<file path="src/rtl/amber48_pkg.sv">
// amber48_pkg: shared data-path width plus the data-memory arbiter's limits and state type.
package amber48_pkg;

  localparam int XLEN                     = 48;
  localparam int AMBER48_DMEM_ARB_MAX_REQ = 4;

  typedef enum logic [0:0] {
    ARB_IDLE = 1'b0,
    ARB_BUSY = 1'b1
  } arb_state_e;

endpackage

</file>
<file path="src/rtl/amber48_dmem_arbiter_if.sv">
// amber48_dmem_arbiter_if: requester-side and amber48_dmem-side signals of the data-port arbiter.
interface amber48_dmem_arbiter_if #(
  parameter int NUM_REQ = 2
);
  localparam int XLEN = amber48_pkg::XLEN;

  logic [NUM_REQ-1:0]      req_i;
  logic [NUM_REQ-1:0]      we_i;
  logic [NUM_REQ*XLEN-1:0] addr_i;
  logic [NUM_REQ*XLEN-1:0] wdata_i;
  logic [XLEN-1:0]         rdata_o;
  logic [NUM_REQ-1:0]      ready_o;
  logic [NUM_REQ-1:0]      trap_o;
  logic [NUM_REQ-1:0]      grant_o;
  logic                    dmem_req_o;
  logic                    dmem_we_o;
  logic [XLEN-1:0]         dmem_addr_o;
  logic [XLEN-1:0]         dmem_wdata_o;
  logic [XLEN-1:0]         dmem_rdata_i;
  logic                    dmem_ready_i;
  logic                    dmem_trap_i;

  modport slave (
    input  req_i, we_i, addr_i, wdata_i, dmem_rdata_i, dmem_ready_i, dmem_trap_i,
    output rdata_o, ready_o, trap_o, grant_o, dmem_req_o, dmem_we_o, dmem_addr_o, dmem_wdata_o
  );

  modport master (
    output req_i, we_i, addr_i, wdata_i, dmem_rdata_i, dmem_ready_i, dmem_trap_i,
    input  rdata_o, ready_o, trap_o, grant_o, dmem_req_o, dmem_we_o, dmem_addr_o, dmem_wdata_o
  );

endinterface

</file>
<file path="src/rtl/amber48_rr_pick.sv">
// amber48_rr_pick: combinational round-robin selector; first set request at or after ptr, with wrap.
module amber48_rr_pick #(
  parameter  int N  = 2,
  localparam int PW = $clog2(N)
) (
  input  logic [N-1:0]  req,
  input  logic [PW-1:0] ptr,
  output logic [N-1:0]  gnt,
  output logic [PW-1:0] idx,
  output logic          valid
);

  int            sum_s;
  logic [PW-1:0] pos_s;
  logic          hit_s;

  // Walk the requesters starting at ptr; the first hit wins and masks later ones.
  always_comb begin
    gnt   = '0;
    idx   = '0;
    valid = 1'b0;
    sum_s = 0;
    pos_s = '0;
    hit_s = 1'b0;
    for (int i = 0; i < N; i++) begin
      sum_s      = int'(ptr) + i;
      pos_s      = (sum_s >= N) ? PW'(sum_s - N) : PW'(sum_s);
      hit_s      = !valid && req[pos_s];
      gnt[pos_s] = gnt[pos_s] | hit_s;
      idx        = hit_s ? pos_s : idx;
      valid      = valid | hit_s;
    end
  end

endmodule

</file>
<file path="src/rtl/amber48_dmem_arbiter.sv">
// amber48_dmem_arbiter: round-robin owner of the shared amber48_dmem port (NUM_REQ requesters, 0 = core).
// Define AMBER48_ARB_TIMEOUT_EN to complete a stalled access with a trap after TIMEOUT_CYCLES.
module amber48_dmem_arbiter
  import amber48_pkg::*;
#(
  parameter int NUM_REQ        = 2,
  parameter int TIMEOUT_CYCLES = 255
) (
  input  logic                  clk_i,
  input  logic                  rst_i,
  amber48_dmem_arbiter_if.slave bus
);
  localparam int PW = $clog2(NUM_REQ);

  arb_state_e         state_r;
  logic [PW-1:0]      rr_ptr_r;
  logic [PW-1:0]      grant_idx_r;
  logic [NUM_REQ-1:0] grant_r;
  logic               dmem_req_r;
  logic               we_r;
  logic [XLEN-1:0]    addr_r;
  logic [XLEN-1:0]    wdata_r;

  logic [NUM_REQ-1:0] pick_gnt_s;
  logic [PW-1:0]      pick_idx_s;
  logic               pick_valid_s;
  logic [XLEN-1:0]    addr_s  [NUM_REQ];
  logic [XLEN-1:0]    wdata_s [NUM_REQ];
  logic               busy_s;
  logic               done_s;
  logic               tmo_s;

  amber48_rr_pick #(.N(NUM_REQ)) u_pick (
    .req   (bus.req_i),
    .ptr   (rr_ptr_r),
    .gnt   (pick_gnt_s),
    .idx   (pick_idx_s),
    .valid (pick_valid_s)
  );

  // Unflatten the per-requester address and write-data buses.
  always_comb begin
    for (int k = 0; k < NUM_REQ; k++) begin
      addr_s[k]  = bus.addr_i[k*XLEN +: XLEN];
      wdata_s[k] = bus.wdata_i[k*XLEN +: XLEN];
    end
  end

  // A completion in the reset cycle is dropped, so rst_i gates both completion sources.
  assign busy_s = (state_r == ARB_BUSY) && !rst_i;
  assign done_s = busy_s && bus.dmem_ready_i;

`ifdef AMBER48_ARB_TIMEOUT_EN
  localparam int TW = $clog2(TIMEOUT_CYCLES + 1);
  logic [TW-1:0] tmo_cnt_r;
  assign tmo_s = busy_s && !bus.dmem_ready_i && (tmo_cnt_r == TW'(TIMEOUT_CYCLES));
`else
  logic unused_tmo_s;
  assign unused_tmo_s = ^TIMEOUT_CYCLES;
  assign tmo_s        = 1'b0;
`endif

  // Ownership FSM: latch the winner in IDLE, hold the access from registers in BUSY.
  always_ff @(posedge clk_i) begin
    if (rst_i) begin
      state_r     <= ARB_IDLE;
      rr_ptr_r    <= '0;
      grant_idx_r <= '0;
      grant_r     <= '0;
      dmem_req_r  <= 1'b0;
      we_r        <= 1'b0;
      addr_r      <= '0;
      wdata_r     <= '0;
`ifdef AMBER48_ARB_TIMEOUT_EN
      tmo_cnt_r   <= '0;
`endif
    end else begin
      case (state_r)
        ARB_IDLE: begin
          if (pick_valid_s) begin
            state_r     <= ARB_BUSY;
            grant_r     <= pick_gnt_s;
            grant_idx_r <= pick_idx_s;
            dmem_req_r  <= 1'b1;
            we_r        <= bus.we_i[pick_idx_s];
            addr_r      <= addr_s[pick_idx_s];
            wdata_r     <= wdata_s[pick_idx_s];
`ifdef AMBER48_ARB_TIMEOUT_EN
            tmo_cnt_r   <= '0;
`endif
          end else begin
            state_r <= ARB_IDLE;
          end
        end
        ARB_BUSY: begin
          if (done_s || tmo_s) begin
            state_r    <= ARB_IDLE;
            grant_r    <= '0;
            dmem_req_r <= 1'b0;
            rr_ptr_r   <= (grant_idx_r == PW'(NUM_REQ - 1)) ? '0 : grant_idx_r + PW'(1);
          end
`ifdef AMBER48_ARB_TIMEOUT_EN
          else begin
            tmo_cnt_r <= tmo_cnt_r + TW'(1);
          end
`else
          else begin
            state_r <= ARB_BUSY;
          end
`endif
        end
        default: begin
          state_r    <= ARB_IDLE;
          grant_r    <= '0;
          dmem_req_r <= 1'b0;
        end
      endcase
    end
  end

  // Completion is steered combinationally to the owner only; everything else reads zero.
  always_comb begin
    bus.ready_o = '0;
    bus.trap_o  = '0;
    bus.rdata_o = '0;
    if (done_s) begin
      bus.ready_o = grant_r;
      bus.trap_o  = bus.dmem_trap_i ? grant_r : '0;
      bus.rdata_o = bus.dmem_rdata_i;
    end else if (tmo_s) begin
      bus.ready_o = grant_r;
      bus.trap_o  = grant_r;
    end else begin
      bus.rdata_o = '0;
    end
  end

  assign bus.grant_o      = grant_r;
  assign bus.dmem_req_o   = dmem_req_r;
  assign bus.dmem_we_o    = we_r;
  assign bus.dmem_addr_o  = addr_r;
  assign bus.dmem_wdata_o = wdata_r;

endmodule

</file>
<file path="src/flat_wrapper.sv">
// flat-port wrapper written by rule: the top's interface ports become plain ports
module amber48_dmem_arbiter_flat import amber48_pkg::*;
#(
  parameter int NUM_REQ        = 2,
  parameter int TIMEOUT_CYCLES = 255
)
  (clk_i, rst_i, bus_req_i, bus_we_i, bus_addr_i, bus_wdata_i, bus_dmem_rdata_i, bus_dmem_ready_i, bus_dmem_trap_i, bus_rdata_o, bus_ready_o, bus_trap_o, bus_grant_o, bus_dmem_req_o, bus_dmem_we_o, bus_dmem_addr_o, bus_dmem_wdata_o);
  amber48_dmem_arbiter_if #(.NUM_REQ(NUM_REQ)) bus_i ();
  input  logic clk_i;
  input  logic rst_i;
  input wire logic [$bits(bus_i.req_i)-1:0] bus_req_i;
  input wire logic [$bits(bus_i.we_i)-1:0] bus_we_i;
  input wire logic [$bits(bus_i.addr_i)-1:0] bus_addr_i;
  input wire logic [$bits(bus_i.wdata_i)-1:0] bus_wdata_i;
  input wire logic [$bits(bus_i.dmem_rdata_i)-1:0] bus_dmem_rdata_i;
  input wire logic [$bits(bus_i.dmem_ready_i)-1:0] bus_dmem_ready_i;
  input wire logic [$bits(bus_i.dmem_trap_i)-1:0] bus_dmem_trap_i;
  output wire logic [$bits(bus_i.rdata_o)-1:0] bus_rdata_o;
  output wire logic [$bits(bus_i.ready_o)-1:0] bus_ready_o;
  output wire logic [$bits(bus_i.trap_o)-1:0] bus_trap_o;
  output wire logic [$bits(bus_i.grant_o)-1:0] bus_grant_o;
  output wire logic [$bits(bus_i.dmem_req_o)-1:0] bus_dmem_req_o;
  output wire logic [$bits(bus_i.dmem_we_o)-1:0] bus_dmem_we_o;
  output wire logic [$bits(bus_i.dmem_addr_o)-1:0] bus_dmem_addr_o;
  output wire logic [$bits(bus_i.dmem_wdata_o)-1:0] bus_dmem_wdata_o;
  assign bus_i.req_i = bus_req_i;
  assign bus_i.we_i = bus_we_i;
  assign bus_i.addr_i = bus_addr_i;
  assign bus_i.wdata_i = bus_wdata_i;
  assign bus_i.dmem_rdata_i = bus_dmem_rdata_i;
  assign bus_i.dmem_ready_i = bus_dmem_ready_i;
  assign bus_i.dmem_trap_i = bus_dmem_trap_i;
  assign bus_rdata_o = bus_i.rdata_o;
  assign bus_ready_o = bus_i.ready_o;
  assign bus_trap_o = bus_i.trap_o;
  assign bus_grant_o = bus_i.grant_o;
  assign bus_dmem_req_o = bus_i.dmem_req_o;
  assign bus_dmem_we_o = bus_i.dmem_we_o;
  assign bus_dmem_addr_o = bus_i.dmem_addr_o;
  assign bus_dmem_wdata_o = bus_i.dmem_wdata_o;
  amber48_dmem_arbiter #(.NUM_REQ(NUM_REQ), .TIMEOUT_CYCLES(TIMEOUT_CYCLES)) u_core (.clk_i(clk_i), .rst_i(rst_i), .bus(bus_i));
endmodule
</file>
<file path="config.mk">
export PLATFORM = sky130hd
export DESIGN_NAME = amber48_dmem_arbiter_flat
export DESIGN_NICKNAME = d
export VERILOG_FILES = /design/src/rtl/amber48_pkg.sv /design/src/rtl/amber48_dmem_arbiter_if.sv /design/src/rtl/amber48_rr_pick.sv /design/src/rtl/amber48_dmem_arbiter.sv /design/src/flat_wrapper.sv
export SDC_FILE = /design/constraint.sdc
export NUM_CORES = 1
export LEC_CHECK = 0
export CORE_AREA = 3 3 156 158
export CTS_CLUSTER_SIZE = 10
export DETAILED_ROUTE_END_ITERATION = 12
export DIE_AREA = 0 0 159 161
export MAX_ROUTING_LAYER = met4
export SYNTH_ARGS = -nofsm -noshare
export SYNTH_HDL_FRONTEND = slang
export SYNTH_SLANG_ARGS = --single-unit
</file>
<file path="constraint.sdc">
create_clock -name clk_i -period 1.6 [get_ports clk_i]
set_input_delay 0.16 -clock clk_i [delete_from_list [all_inputs] [get_ports clk_i]]
set_output_delay 0.16 -clock clk_i [all_outputs]
set_load 0.1 [all_outputs]
</file>
After elaboration in Yosys (flattened, before gate mapping)
Cells that the tools add are included.
{ "totals": {"mem_count": 0, "latchBits": 0, "romBits": 0, "ram_bits": 0, "out_inout_bits": 152, "word_cells": 76, "reg_bits": 103, "in_bits": 248} }
{ "classes": {"eq_ne": 2, "mul": 0, "div_mod_pow": 0, "reduce_logical": 10, "shift": 0, "add_sub_neg": 4, "bitwise_logic": 6, "n_mux": 38, "magnitude_cmp": 8} }
{ "ops": {"columns": ["operator", "n"], "rows": [
  ["48-bit 2-to-1 mux", 7],
  ["1-bit 2-to-1 mux", 20],
  ["2-bit 2-to-1 mux", 5],
  ["1-bit by 2-bit less-than comparator with 1-bit output (second input constant)", 3],
  ["2-bit AND reduction", 3],
  ["1-bit logical AND", 5],
  ["2-bit >= comparator (second input constant)", 2],
  ["1-bit case mux with 2 select lines", 2],
  ["2-bit case mux with 2 select lines", 1],
  ["1-bit OR", 3],
  ["1-bit by 1-bit adder with 2-bit output (second input constant)", 1],
  ["2-bit AND", 1],
  ["2-bit bitwise mux", 1],
  ["1-bit demux with 1-bit select", 2],
  ["1-bit >= comparator (second input constant)", 2],
  ["1-bit by 2-bit >= comparator with 1-bit output (second input constant)", 1],
  ["1-bit logical NOT", 2],
  ["2-bit by 1-bit != test with 1-bit output (second input constant)", 1],
  ["2-bit != test (second input constant)", 1],
  ["1-bit NOT with 2-bit output", 1],
  ["1-bit subtractor (second input constant)", 2],
  ["1-bit adder (second input constant)", 1],
  ["1-bit NOT", 1]
]} }

Logic depth before layout (Yosys ltp)
Gate-level depths: netlist of the first run.
{ "depth": {"depth_word": 13, "mapped_depth": 7, "depth_no_buf": 3} }

By module
Synthesis of the first run repeated with hierarchy kept, for this count alone.
{ "hier_totals": {"cells_unflattened": 520, "area_unflattened_um2": 5046.1} }
{ "by_module_without_submodules": {"columns": ["module", "cells_each", "instances", "area_each_um2", "seq_area_each_um2"], "rows": [
  ["amber48_dmem_arbiter", 515, 1, 5013.6, 2062.0],
  ["amber48_rr_pick", 5, 1, 32.5, 0.0]
]} }

Least setup slack after synthesis of the first run
Ideal clock, no wire load.
{ "synth_path": {"path_kind": "reg-to-output", "start": "register u_core.grant_r[0] (netlist: u_core.bus.grant_o[0])", "end": "output bus_trap_o[0]", "required_ns": 1.440, "n_path_buf": 0, "slack_ns": -0.436, "arrival_ns": 1.876, "path_stages_with_launch": 2, "cell_sequence": "dfxtp_1 > and3_1"} }
{ "synth_between": {"elab_chain_len": 2} }
{ "synth_rtl": {"columns": ["element", "line", "source"], "rows": [
  ["start: declaration", "amber48_dmem_arbiter.sv:18", "logic [NUM_REQ-1:0] grant_r;"],
  ["start signal: assignment", "amber48_dmem_arbiter.sv:82", "grant_r <= pick_gnt_s;"],
  ["2-bit 2-to-1 mux", "amber48_dmem_arbiter.sv:128", "bus.trap_o = bus.dmem_trap_i ? grant_r : '0;"],
  ["2-bit 2-to-1 mux", "amber48_dmem_arbiter.sv:126", "if (done_s) begin"],
  ["end: declaration", "flat_wrapper.sv:20", "output wire logic [$bits(bus_i.trap_o)-1:0] bus_trap_o;"]
]} }
Every way passes these cells.

Worst setup path after layout of the first run
{ "layout_path": {"start": "register u_core.state_r", "end": "output bus_trap_o[1]"} }
{ "layout_between": {"elab_chain_len": 3} }
{ "layout_rtl": {"columns": ["element", "line", "source"], "rows": [
  ["start: declaration", "amber48_dmem_arbiter.sv:15", "arb_state_e state_r;"],
  ["start signal: assignment", "amber48_dmem_arbiter.sv:66", "state_r <= ARB_IDLE;"],
  ["start signal: assignment", "amber48_dmem_arbiter.sv:81", "state_r <= ARB_BUSY;"],
  ["start signal: assignment", "amber48_dmem_arbiter.sv:92", "state_r <= ARB_IDLE;"],
  ["1-bit logical AND", "amber48_dmem_arbiter.sv:50", "assign busy_s = (state_r == ARB_BUSY) && !rst_i;"],
  ["1-bit logical AND", "amber48_dmem_arbiter.sv:51", "assign done_s = busy_s && bus.dmem_ready_i;"],
  ["2-bit 2-to-1 mux", "amber48_dmem_arbiter.sv:126", null]
]} }
Every way passes these cells.

==> results, run 1 <==
- The run finished, with violations left.
- The final reports fail on negative setup slack.
- The flop and latch count out of synthesis is between 100 and 150.
- The via count of the first global-routing pass is 6444.
- The worst hold slack after final layout is ~0.36 ns.
- The cell at the root of the clock tree is clkbuf_16.
- The total overflow reported by the global router is 0.
- The netlist uses 23 different library cells.
- The maximum clock frequency is 0.5973 GHz.
- The post-detailed-route via-to-cell ratio is ~4.8.
- From bottom edge to top edge, the die measures around 160 um.
- The worst pin sits at a relative slew slack of 65.78%.
- In the final layout, the multi-input gates occupy ~2800 um2.
- The kind of cell adding the most delay to the critical path is buffers and inverters.
- The final-report max-slew violation count is 0.
- Before antenna repair, the detailed router went through 4 iterations.
- Of the synthesized area, sequential elements account for 40.55%.
- The count of H-tree levels built during CTS is 3.
- The critical path data arrival time is approximately 1.5 ns.
- The overall power after layout is 10.44 mW.
- The number of core rows is 56.
- The later pin in the worst-skew pair is clocked with a latency of 0.35 ns.
- Setup violations remaining at the end of the flow were counted as 52.
- In this design, the stage delay of the slowest critical-path cell is approximately 0.35 ns.
- The largest fanout on the critical path is 13.
- The count of unresolved DRC violations after routing is 0.
- TritonCTS built the clock tree.
- The launch instance of the worst min-delay path is bus_req_i[1].
- During I/O placement, the number of pins put on the boundary was 400.
- The final critical path takes up 104.6% of the cycle.
- Across the run, the number of max-cap violations was 0.
- In this run the remaining antenna-violating nets after routing total 0.
- Clock skew on the completed layout was measured at 0.01037 ns.
- The worst path in the final design needs a cycle of ~1.7 ns, including I/O delays and setup.
- Tracing the worst setup path back leads to its startpoint at u_core.state_r.
- The final design instance area without fill is 11720 um2.
- In this design, the critical path's most frequently occurring cell is buf_12.
- The total wirelength of the detailed-routed design is 24.96 mm.
- Averaged over all synthesized cells, the footprint is about 8 um2.
- The number of design-rule violations left by the first detailed-router iteration is 391.
- The worst slack at placement is -0.1416 ns.
- In the final routed layout, each cell accounts on average for between 15 and 20 um.
- At the end of routability-driven placement, the weighted congestion stood at around 0.84.
- The via total after detailed routing is between 6000 and 7000.
- Compared with the post-synthesis result, the final layout area differs by 130.5%.
- The critical register-to-register path startpoint is u_core.state_r.
- Traced cell by cell, the critical path runs through nand2_2 -> nor2_4 -> buf_4 -> buf_12 -> and3_4 -> buf_12.
- Counting the buffers created by CTS gives 9.
- The cell area after synthesis is ~5100 um2.
- The sort of element at the start of the critical path is a register.
- The standby leakage power is roughly 4.4 nW.
- No sink is reached through more buffers than the 2 on the longest clock path.
- The area of all sequential standard cells is just over 2000 um2.
- The region available for standard cell placement spans 23260 um2.
- The initial antenna violation count came to 1.
- Together, buffers and inverters on the worst path number 3.
- The worst setup path is of the register to output port kind.
- Across all setup checks in the final design, the least slack found is -0.07409 ns.
- The nature of the critical path endpoint is an output port.
- The number of warnings reported in the yosys synthesis log is 0.
- The count of fill cells added during filler insertion is 2196.
- Port buffering added 399 buffers.
- The floorplan step defined a die boundary enclosing 25600 um2.
- Data on the critical path is required at its endpoint by 1.44 ns.
- The global-route wire length before repair is 37.75 mm.
- The post-synth net total is 894.
- The number of nets in the layout is 1273.
- The number of hold buffers added after CTS was 0.
- Dividing total power by cell area gives a power density of 891.2 nW/um2.
- The class of the worst hold path is input port to register.
- The effective utilization at floorplan is 21.86%.
- The horizontal extent of the die is 159 um.
- Setup repair after global routing could not meet its margin everywhere.
- The post-synthesis instance total is 646.
- The final-report hold violation count came to 0.
- The critical-path cell with the highest stage delay is dfxtp_2.
- The placed instances occupy a cell area of roughly 11000 um2.
- The number of sinks on the clock net is 103.
- Clock-pin slew was measured on the worst setup and hold paths at 0.08 ns.
- The wire-length estimate of the detail-placed layout is between 15 and 20 mm.
- The actual transition at the worst max-transition pin is between 0.5 and 0.6 ns.
- Cells with a size suffix above 1 make up approximately 27% of the layout.
- The highest ir drop seen on vdd is roughly 0.5 mV.
- The maximum number of pins on one net before global-route repair is 104.
- In the global route stage, overall resource usage came out at 18.98%.
[through the flow]
stage          TNS (ns)  utilization, %  std cells
6_report         -2.254           50.38       1348
5_1_grt          -5.476           50.38       1348
4_1_cts          -6.168           50.03       1341
3_5_place_dp     -7.144           48.28       1322
3_3_place_gp     -4.081           48.28       1322
2_1_floorplan    -1.152               -        646
[layout by cell type (no fill, tap or decap), drive strengths merged]
master,Yosys,final
clkdlybuf4s50,0,245
buf,35,204
dfxtp,103,103
nand3,99,99
nor2,99,99
o21ai,98,98
a311oi,98,98
and2,50,50
clkbuf,47,11
a21oi,5,5
inv,1,3
and3,2,2
nand2,2,2
diode,0,1
nor2b,1,1
o21ba,1,1
or2b,1,1
o21bai,1,1
or3,1,1
nor3,1,1
a211oi,1,1
bufinv,0,1
clkinvlp,0,1
[layout make-up]
type,instances,share of cell area (%)
clock buffer,10,2.039
timing repair buffer,450,52.66
clock inverter,4,0.4697
inverter,1,0.03203
antenna,1,0.02135
sequential,103,17.63
tap,319,3.406
multi-input combinational,460,23.74
[kinds of logic (layout without fill, tap and decap cells)]
family          Yosys count  after routing  synth area share, %
other cells               0              1                    0
simple gates            256            256                24.09
compound gates          204            204                27.63
flops                   103            103                40.55
buf+inv                  83            465                7.726
[flip-flops by register name, summed over array words and instances, names as in the netlist]
signal                   flops
u_core.bus.dmem_addr_o      48
u_core.bus.dmem_req_o        1
u_core.bus.dmem_wdata_o     48
u_core.bus.dmem_we_o         1
u_core.bus.grant_o           2
u_core.grant_idx_r           1
u_core.rr_ptr_r              1
u_core.state_r               1
[repair_timing]
item                       CTS  global route
buffers inserted             3             5
pin swaps                    2             2
resized for setup           21            34
gates cloned                 2             3
setup endpoints to repair   52            52
[tightest hold or removal path, stage by stage]
cell      delay [ns]
buf_4           0.15
buf_12          0.18
nand3_1         0.08
a311oi_1        0.08
[cell usage after synthesis]
master      n  area share [%]
a21oi_1     5            0.49
inv_2       1           0.074
nand3_1    99             9.7
buf_1       2            0.15
nor2_1     99             7.3
buf_4      11             1.6
nor3_1      1           0.098
a311oi_2    1            0.30
a211oi_1    1            0.15
nand2_1     2            0.15
and2_1     50             6.2
o21bai_1    1            0.15
or2b_1      1            0.15
or3_1       1            0.12
buf_6       2            0.44
and3_1      2            0.25
clkbuf_1   47             3.5
buf_2      20             2.0
o21ai_0    98             9.6
o21ba_1     1            0.20
a311oi_1   97              17
dfxtp_1   103              41
nor2b_1     1            0.12
[layer usage]
| metal | part of all wire, % | vias up | global-route usage [%] |
|---|---|---|---|
| met5 | 0 | - | - |
| met4 | 1.5 | 0 | 4.059 |
| met3 | 7.6 | 23 | 6.027 |
| met2 | 49 | 273 | 31.79 |
| met1 | 42 | 3008 | 22.52 |
| li1 | - | 3130 | - |
[worst paths after layout]
path / end / slack (ns) / depth (start not counted)
worst min-delay path: u_core.bus.dmem_addr_o[30] / 0.36 / 4
worst min register to register: u_core.rr_ptr_r / 0.45 / 1
worst max register to register: u_core.bus.dmem_addr_o[20] / 0.12 / 6
worst max-delay path: bus_trap_o[1] / -0.07 / 6
[report_power, final]
part | internal, mW | switching (mW) | leakage (nW) | total, mW
logic | 2.08 | 2.99 | 3.41 | 5.06
clock network | 1.25 | 1.03 | 0.141 | 2.28
registers | 2.83 | 0.274 | 0.857 | 3.10
(Power assumes the default switching activity.)
==> run 2, diff against run 1 <==
- CORE_AREA: 3 3 156 158 -> 3 3 155 157
- DIE_AREA: 0 0 159 161 -> 0 0 158 160
- REMOVE_ABC_BUFFERS: not set -> 1
==> results, run 2 (synthesized netlist as in run 1, its figures left out) <==
- The fraction of layout cells with a size suffix above 1 was 26.83% (-0.51 points).
- The number of cells traversed by the worst register-to-register path came to 6 (unchanged).
- The worst slack at placement is -0.1400 ns (+0.001606 ns).
- Setup repair after global routing could not meet its margin everywhere.
- The post-placement cell count is 1282 (-3.0%).
- The total overflow reported by the global router is 0 (unchanged).
- The worst hold slack after final layout is 0.2371 ns (-0.1180 ns).
- Signal routing reaches up to met4.
- The total global routing track utilization is 19.63% (+0.65 points).
- The core outline area is 22640 um2 (-2.7%).
- The post-detailed-route wirelength per cell is 19.57 um (+5.7%).
- The number of search-and-repair iterations in the first detailed-routing pass was 5 (+1).
- The post-detailed-route via-to-cell ratio is 4.983 (+4.4%).
- The count of unresolved DRC violations after routing is 0 (unchanged).
- The flow ran to the end, but the final reports show violations.
- The initial antenna violation count is 1 (unchanged).
- The worst-case setup margin in the final layout was -0.1137 ns (-0.03957 ns).
- The total wirelength of the detailed-routed design is 25.65 mm (+2.8%).
- The full die area came to 25280 um2 (-1.2%).
- The nature of the critical path endpoint is an output port.
- The highest ir drop seen on vdd is 0.5356 mV (+7.0%).
- The final design instance area without fill is 11760 um2 (+0.33%).
- The CTS clock-pin slew for the worst setup and hold paths came to 0.07 ns (about the same).
- The count of placed standard cells in the final layout, fillers left out is 1311 (-2.7%).
- The via count of the first global-routing pass was 6485 (+0.64%).
- The launch instance of the worst min-delay path is bus_dmem_ready_i.
- The y dimension of the die is 160 um (-0.62%).
- The maximum buffer depth of the clock tree came to 2 (unchanged).
- The final weighted congestion of routability-driven global placement is 0.8051 (-4.5%).
- The top cell types in the final layout, fill and taps aside, are clkdlybuf4s50_1, buf_12, dfxtp_1, nand3_1.
- The number of setup violations in the final report is 52 (unchanged).
- The standby leakage power is 4.434 nW (+0.53%).
- The worst hold endpoint is u_core.state_r.
- The actual transition at the worst max-transition pin is 0.6110 ns (+0.09773 ns).
- The final-report max-slew violation count is 0 (unchanged).
- The power density of the placed cells is 875.5 nW/um2 (-1.8%).
- The number of CTS-inserted buffers is 9 (unchanged).
- From synthesis to final layout, the design area changed by 131.3%.
- The global-route wire length before repair is 37.72 mm (about the same).
- The critical-path cell with the highest stage delay is dfxtp_2.
- The number of sinks on the clock net is 103 (unchanged).
- The area of all sequential standard cells is 2063 um2 (-0.12%).
- The final-report hold violation count is 0 (unchanged).
- The delay of the slowest cell on the worst path is 0.36 ns (about the same).
- The maximum number of pins on one net before global-route repair is 104 (unchanged).
- The critical path data arrival time came to 1.55 ns (+0.04 ns).
- The number of nets in the layout was 1270 (-0.24%).
- The total of hold buffers inserted after clock tree synthesis is 0 (unchanged).
- The met1 wire length is 9.314 mm (-11%).
- The count of pins on the block boundary came to 400 (unchanged).
- The tightest min-delay check is of the input port to register type.
- The final reports fail on negative setup slack.
- The signal on the critical path passes through nand2_4 -> nor2_4 -> buf_6 -> buf_6 -> buf_16 -> and2_4 -> buf_12.
- The slack of the worst reg-to-reg path came to 0.11 ns (about the same).
- The horizontal extent of the die is 158 um (-0.63%).
- The library cell used most frequently in the layout, excluding fill and tap cells, is clkdlybuf4s50_1.
- The summed negative setup slack over all endpoints is -4.342 ns (-2.089 ns).
- The type of the setup path with the least slack is register to output port.
- The worst hold path depth is 3 (-1).
- The effective utilization at floorplan is 22.46% (+0.60 points).
- The count of buffers inserted at the top-level ports was 399 (unchanged).
- The remaining antenna violation count after routing is 0 (unchanged).
- The detailed placer's ending HPWL is 18.47 mm (+1.4%).
- The largest fanout on the critical path came to 6 (-7).
- The sort of element at the start of the critical path is a register.
- The TritonCTS clock tree is built.
- The critical register-to-register path startpoint is u_core.state_r.
- The end of the worst register-to-register path is u_core.bus.dmem_wdata_o[5].
- The cell sitting at the root of the clock tree is a clkbuf_16.
- The count of H-tree levels built during CTS is 3 (unchanged).
- The count of fill cells added during filler insertion is 2029 (-7.6%).
- The number of core rows is 55 (-1.8%).
- The kind of cell adding the most delay to the critical path is buffers and inverters.
- The minimum period implied by the final worst setup slack came to 1.714 ns (+0.03957 ns).
- The required time at the endpoint of the critical path was 1.44 ns (about the same).
- The cell type with the highest occurrence count on the critical path is buf_6.
- The instance area at placement came to 11080 um2 (-1.4%).
- The relative max-transition margin came to 59.27% (-6.5 points).
- The met2 layer wire length in the routed design came to 12.97 mm (+6.1%).
- The period utilization came to 107.1% (+2.5 points).
- The final clock skew was 0.01190 ns (+0.001526 ns).
- The maximum clock frequency is 0.5835 GHz (-2.3%).
- The overall power after layout came to 10.29 mW (-1.4%).
- The number of design-rule violations left by the first detailed-router iteration is 365 (-6.6%).
- The number of violations of the max-capacitance limit is 0 (unchanged).
- The clock insertion delay at the later pin of the skew report came to 0.35 ns (about the same).
- The core utilization of the finished layout is 51.94% (+1.6 points).
- The area used by multi-input combinational logic is 2798 um2 (+0.54%).
- The met3 wire length is 2.276 mm (+20%).
- The via total after detailed routing is 6533 (+1.5%).
- The total buffers and inverters traversed by the critical path was 4 (+1).
run 2: final cells by class:
cell class                 count  share of cell area, %
antenna                        1                0.02128
clock buffer                  10                  1.947
clock inverter                 4                 0.2767
inverter                       1                0.03192
multi-input combinational    460                  23.79
sequential                   103                  17.55
tap                          285                  3.033
timing repair buffer         447                  53.35
run 2: worst max path at each step:
stage,end,slack [ns],start,cells past startpoint
after floorplan,u_core.bus.grant_o[0],-2.87,u_core.state_r,3
after global placement,bus_rdata_o[39],-0.08,bus_dmem_ready_i,6
after detailed placement,u_core.bus.dmem_addr_o[38],-0.14,bus_req_i[0],5
after CTS,bus_trap_o[0],-0.16,u_core.state_r,7
after global routing,bus_rdata_o[1],-0.18,u_core.state_r,7
final,bus_rdata_o[14],-0.11,u_core.state_r,7
run 2: per-layer routing:
layer / vias up / GRT usage [%]
met5: - / -
met4: 0 / 8.252
met3: 65 / 5.393
met2: 301 / 33.37
met1: 3042 / 21.45
li1: 3125 / -
run 2: report_power, final:
group          internal, mW  total (mW)  switching [mW]
Clock                  1.05        2.11            1.06
Combinational          2.09        5.08            2.99
Sequential             2.83        3.10           0.276
Total                  5.97        10.3            4.32
run 2: worst register-to-register path, stage by stage, from the launching register on:
cell and delay [ns]:
dfxtp_2 0.34, buf_4 0.14, o21ba_4 0.25, buf_12 0.16, buf_12 0.17, nor2_1 0.06
a311oi_1 0.27
run 2: timing repair:
item                       CTS  global route
setup buffers                7             1
gates resized for setup     55            11
gates cloned                 5             2
pin swaps                   14            22
setup endpoints to repair   52            52
hold endpoints to repair     0             0
==> run 3, diff against run 2 <==
- CORE_AREA: 3 3 155 157 -> 2 2 157 159
- DIE_AREA: 0 0 158 160 -> 0 0 159 161
- DONT_BUFFER_PORTS: not set -> 1
==> results, run 3 (synthesized netlist as in run 1, its figures left out) <==
- The clock insertion delay at the later pin of the skew report is 0.35 ns (about the same).
- The worst hold endpoint is u_core.bus.dmem_addr_o[9].
- The final-report hold violation count came to 90 (+90).
- The effective utilization at floorplan came to 21.22% (-1.2 points).
- The sort of element at the start of the critical path is a register.
- The standby leakage power is 3.189 nW (-28%).
- The met1 wire length is 9.150 mm (-1.8%).
- The core utilization of the finished layout is 34.45% (-17 points).
- The top layer reached by signal wires is met4.
- The instance area at placement came to 7186 um2 (-35%).
- The met2 layer wire length in the routed design is 12.39 mm (-4.5%).
- The worst setup path is captured at an output port.
- The remaining antenna violation count after routing was 0 (unchanged).
- The top cell types in the final layout, fill and taps aside, are buf_4, dfxtp_1, nand3_1, o21ai_0, nor2_1.
- The logic gate share of total power is 42.4% (-7.0 points).
- The internal power is 5.118 mW (-14%).
- The final design instance area without fill came to 8254 um2 (-30%).
- The number of design-rule violations left by the first detailed-router iteration is 449 (+23%).
- The initial antenna violation count came to 1 (unchanged).
- The actual transition at the worst max-transition pin is 0.4292 ns (-0.1818 ns).
- The cell sitting at the root of the clock tree is a clkbuf_16.
- The via count of the first global-routing pass was 5202 (-20%).
- The worst hold path depth is 1 (-2).
- The final weighted congestion of routability-driven global placement was 0.7992 (-0.73%).
- The portion of total power attributed to sequential cells is 32.3% (+2.2 points).
- The final reports fail on negative hold slack, negative setup slack.
- The final-report max-slew violation count came to 0 (unchanged).
- The slack of the worst reg-to-reg path is -0.08 ns (-0.19 ns).
- The number of search-and-repair iterations in the first detailed-routing pass came to 5 (unchanged).
- The fraction of layout cells with a size suffix above 1 was 36.61% (+9.8 points).
- The post-detailed-route via-to-cell ratio is 5.135 (+3.1%).
- The power density of the placed cells came to 1117 nW/um2 (+28%).
- The full die area is 25600 um2 (+1.3%).
- The required time at the endpoint of the critical path is 1.44 ns (about the same).
- The worst-case setup margin in the final layout came to -0.1338 ns (-0.02019 ns).
- The detailed placer's ending HPWL is 15.35 mm (-17%).
- The number of CTS-inserted buffers is 9 (unchanged).
- The global-route wire length before repair came to 32.13 mm (-15%).
- The horizontal extent of the die is 159 um (+0.63%).
- The clock network power share is 25.3% (+4.8 points).
- The number of setup violations in the final report is 123 (+140%).
- TritonCTS built the clock tree.
- The y dimension of the die is 161 um (+0.63%).
- The switching power as a share of total power is 44.50% (+2.5 points).
- The post-placement cell count was 1058 (-17%).
- The total wirelength of the detailed-routed design is 24.21 mm (-5.6%).
- The startpoint identified for the worst hold timing path is rst_i.
- The count of unresolved DRC violations after routing is 0 (unchanged).
- The total of hold buffers inserted after clock tree synthesis came to 3 (+3).
- The area overhead of the layout relative to synthesis is 62.33%.
- The minimum period implied by the final worst setup slack was 1.734 ns (+0.02019 ns).
- The number of cells traversed by the worst register-to-register path is 8 (+2).
- The CTS clock-pin slew for the worst setup and hold paths is 0.07 ns (about the same).
- The count of pins on the block boundary is 400 (unchanged).
- The critical path data arrival time is 1.57 ns (+0.02 ns).
- The via total after detailed routing is 5695 (-13%).
- The number of nets in the layout is 1028 (-19%).
- The worst register-to-register path begins at u_core.state_r.
- The maximum buffer depth of the clock tree was 2 (unchanged).
- The relative max-transition margin is 71.39% (+12 points).
- The flow ran to the end, but the final reports show violations.
- The number of core rows is 57 (+3.6%).
- The commonest non-fill, non-tap cell in the layout is buf_4.
- The worst hold slack after final layout is -0.1152 ns (-0.3523 ns).
- Setup repair after global routing could not meet its margin everywhere.
- The final clock skew came to 0.008866 ns (-0.003030 ns).
- The core outline area is 23960 um2 (+5.8%).
- The maximum number of pins on one net before global-route repair is 105 (+0.96%).
- The post-detailed-route wirelength per cell is 21.83 um (+12%).
- The maximum clock frequency was 0.5768 GHz (-1.2%).
- The class of the worst hold path is input port to register.
- The net switching power was 4.103 mW (-5.1%).
- The end of the worst register-to-register path is u_core.bus.dmem_wdata_o[1].
- The number of violations of the max-capacitance limit is 0 (unchanged).
- The largest fanout on the critical path is 7 (+1).
- The count of placed standard cells in the final layout, fillers left out came to 1109 (-15%).
- The highest ir drop seen on vdd came to 0.5270 mV (-1.6%).
- The type of the setup path with the least slack is register to output port.
- The total global routing track utilization came to 16.52% (-3.1 points).
- The number of sinks on the clock net is 103 (unchanged).
- The period utilization was 108.4% (+1.3 points).
- The total overflow reported by the global router is 0 (unchanged).
- The count of buffers inserted at the top-level ports is 0 (-100%).
- The met3 wire length is 2.207 mm (-3.0%).
- The summed negative setup slack over all endpoints is -6.802 ns (-2.459 ns).
- The count of H-tree levels built during CTS was 3 (unchanged).
-- run 3: metrics by stage --
step                      worst slack (ns)  total power [mW]
final                              -0.1338             9.221
after global routing               -0.2068             9.582
after CTS                          -0.1195             9.040
after detailed placement            0.1534             6.608
after global placement              0.1612             6.579
after floorplan                     -2.871             5.736
-- run 3: critical path, cell delays in order (launching register included) --
cell and delay (ns):
dfxtp_2 0.36, nand2_4 0.06, nor2_4 0.18, buf_6 0.16, buf_16 0.12, and2_4 0.16
buf_12 0.17
-- run 3: layout make-up --
type                            count  area (um2)
Fill cell                        2456       15710
Sequential cell                   103        2063
Inverter                            1       3.754
Clock buffer                       11       242.7
Tap cell                          324       405.4
Clock inverter                      4       55.05
Timing Repair Buffer              205        2620
Antenna cell                        1       2.502
Multi-Input combinational cell    460        2861
-- run 3: worst max path at each step --
stage                     slack (ns)             from  cells past startpoint                         end
after CTS                      -0.12   u_core.state_r                      6             bus_rdata_o[34]
after global placement          0.16   u_core.state_r                      5              bus_rdata_o[3]
after detailed placement        0.15  u_core.rr_ptr_r                      4  u_core.bus.dmem_wdata_o[2]
after floorplan                -2.87   u_core.state_r                      3       u_core.bus.grant_o[0]
final                          -0.13   u_core.state_r                      6             bus_rdata_o[39]
after global routing           -0.21   u_core.state_r                      5               bus_trap_o[0]
-- run 3: routing by layer --
layer	GRT usage [%]	up-vias
met2	28.42	309
met3	5.932	20
met4	4.752	0
met5	-	-
li1	-	2645
met1	18.02	2721
-- run 3: power groups by stage --
stage          logic (mW)  clock network (mW)  registers [mW]
2_1_floorplan       0.909                   0            4.83
4_1_cts              3.65                2.42            2.97
6_report             3.91                2.33            2.97
3_3_place_gp         3.56                   0            3.02
3_5_place_dp         3.58                   0            3.03
5_1_grt              4.06                2.51            3.01
-- run 3: timing repair --
action,CTS,global route
cloned,3,11
pin swaps,10,50
hold endpoints to repair,103,101
setup endpoints to repair,52,64
gates resized for setup,59,26
buffers inserted,4,15
==> patch: new RTL, flow settings as in run 1 <==
Set the package constant `XLEN` to 24 (it was 48).
--- a/src/rtl/amber48_pkg.sv
+++ b/src/rtl/amber48_pkg.sv
@@ -2,5 +2,5 @@
 package amber48_pkg;
 
-  localparam int XLEN                     = 48;
+  localparam int XLEN                     = 24;
   localparam int AMBER48_DMEM_ARB_MAX_REQ = 4;
 
Ports: changed (6 resized); port bits go from 400 to 208. No check against the original RTL was run, so the function may have changed too.
==> patch against run 1 <==
  * Wire length fell by 48%
  * Sequential cell count down 48
  * Power fell by 48%
  * Cell count shrank 36%
  * Core utilization is 23 points lower
  * Critical endpoint is now bus_rdata_o[17]
  * Sequential share of layout area decreased by 0.23 points
  * Synthesized area fell by 47%
  * Sequential power decreased by 47%
  * Final area shrank 46%
  * Setup slack better by 0.12 ns
  * Combinational power down 48%
  * Global-route usage down 9.3 points
  * Synthesized cell count shrank 48%
==> patch: results (changes against run 1) <==
[run_status]
status=complete, no violations

[place]
place_hpwl_microns=9472  ; -48%
gp_congestion=0.7703  ; -8.6%
port-buffer-count=207  ; -48%
pre_cts_slack_ns=-0.07155  ; +0.07010 ns

[pwr]
ir_drop_mv=0.3881  ; -22%
power_leakage_nw=2.321  ; -47%
switching_share_pct=41.69  ; +0.63 points

[route]
vias=3317  ; -48%
dr.pass1.iters=4  ; unchanged
drt_iter0_drc=192  ; -51%
wire_per_inst_microns=15.08  ; -19%

[cts]
clockBufferDepth=2  ; unchanged
insertion_delay_ns=0.31  ; -0.04 ns
cts_buffers=5  ; -4
cts.hold.buffers_added=0  ; unchanged
path_clk_slew_ns=0.08  ; about the same
cts_root_buf=clkbuf_16
cts.htree.levels=2  ; -1

[worst_setup_path]
cp_max_fo=7  ; -6
critPathLaunch=u_core.state_r
cp_data_arrival_time_ns=1.40  ; -0.11 ns

[yosys]
synth_common_cells=55 x dfxtp_1, 50 x a311oi_1, 50 x nand3_1, 50 x nor2_1, 42 x o21ai_0
ys_warn_count=0  ; unchanged
syn-num-nets=465  ; -48%
synth_cell_types=25  ; +8.7%
synthArstFlopShare_pct=0  ; unchanged
synth_top_flop_cell=dfxtp_1
netlist_top_cells_area=dfxtp_1 40%, a311oi_1 16%, nand3_1 9.2%
ys_seq_area_share_pct=40.48  ; -0.073 points

[global_route]
antenna_found_initial=0  ; -1
grtUsageTotal_pct=9.653  ; -9.3 points
grt_pass1_wl_microns=19110  ; -49%
grt_pass1_vias=3217  ; -50%
grt_max_degree=39  ; -63%

[min_path]
timing.hold.worst.class=in -> reg
hold_start=bus_dmem_ready_i

[finish]
drive_gt1_share_pct=28.76  ; +1.4 points
final_nets=666  ; -48%
nFillCells=2493  ; +14%

[sta]
clock_skew_ns=0.01027  ; -0.00009950 ns
tightest_slew_ns=0.3556  ; -0.1577 ns

==> patch: changes by cell type after synthesis, moves of 28 or more <==
cell	before	now
a311oi_1	97	50
and2_1	50	22
clkbuf_1	47	19
dfxtp_1	103	55
nand3_1	99	50
nor2_1	99	50
o21ai_0	98	42
==> patch: per-stage QoR <==
step | cells | instance area [sq um] | TNS (ns) | hold WS [ns] | total power [mW]
2_1_floorplan | 337 | 2770 | -0.6128 | 0.2797 | 3.097
3_3_place_gp | 843 | 6062 | -0.3322 | 0.4528 | 4.255
3_5_place_dp | 843 | 6062 | -0.6328 | 0.4451 | 4.268
4_1_cts | 854 | 6267 | -0.0006734 | 0.3301 | 5.466
5_1_grt | 858 | 6347 | -0.2319 | 0.3646 | 5.665
6_report | 859 | 6350 | 0 | 0.3473 | 5.427
==> patch: repair_timing <==
| item | 4_1_cts | 5_1_grt |
|---|---|---|
| gates resized for setup | 8 | 2 |
| setup buffers | 2 | 2 |
| pin swaps | 1 | 9 |
| endpoints found under the setup margin | 28 | 28 |
| cloned | 1 | 3 |
| endpoints found under the hold margin | 0 | 0 |
==> patch: path summary, 6_finish.rpt <==
path | slack, ns | endpoint | depth (start not counted)
setup / recovery | 0.04 | bus_rdata_o[17] | 6
hold / removal | 0.35 | u_core.rr_ptr_r | 3
setup reg to reg | 0.11 | u_core.bus.dmem_wdata_o[7] | 6
hold reg to reg | 0.48 | u_core.grant_idx_r | 2
==> patch: power by group through the flow <==
stage                     logic [mW]  registers [mW]  clock network [mW]
after floorplan                0.549            2.55                   0
after global placement          2.58            1.68                   0
after detailed placement        2.59            1.68                   0
after CTS                       2.60            1.65                1.21
after global routing            2.73            1.67                1.26
final                           2.63            1.65                1.15
==> patch: routing by layer <==
metal	vias up	wire (microns)	GRT usage, %
met5	-	0	-
met4	0	155	2.268
met3	15	865	2.770
met2	128	6469	15.83
met1	1532	5460	11.81
li1	1642	-	-
==> patch: cell families after synthesis <==
family                 after synthesis  synth area share, %
AND/OR/NAND/NOR                    133                24.01
AO/OA/AOI/OAI                      108                27.46
flip-flops                          55                40.48
buffers and inverters               41                8.049
==> patch: layout make-up <==
type                    count  area, sq um  area share, %
flip-flops and latches     55         1105          17.40
clock inverters             3        20.02         0.3153
repair buffers            234         3216          50.64
clock buffers               5        125.1          1.970
inverters                   1        3.754        0.05911
well taps                 319        399.1          6.286
multi-input cells         241         1479          23.29
diodes                      1        2.502        0.03941
==> patch: critical path, cell delays in order, from the launching register on <==
cell	delay [ns]
dfxtp_2	0.35
nand2_2	0.07
nor2_4	0.09
buf_6	0.13
clkbuf_16	0.14
and2_4	0.14
buf_12	0.16
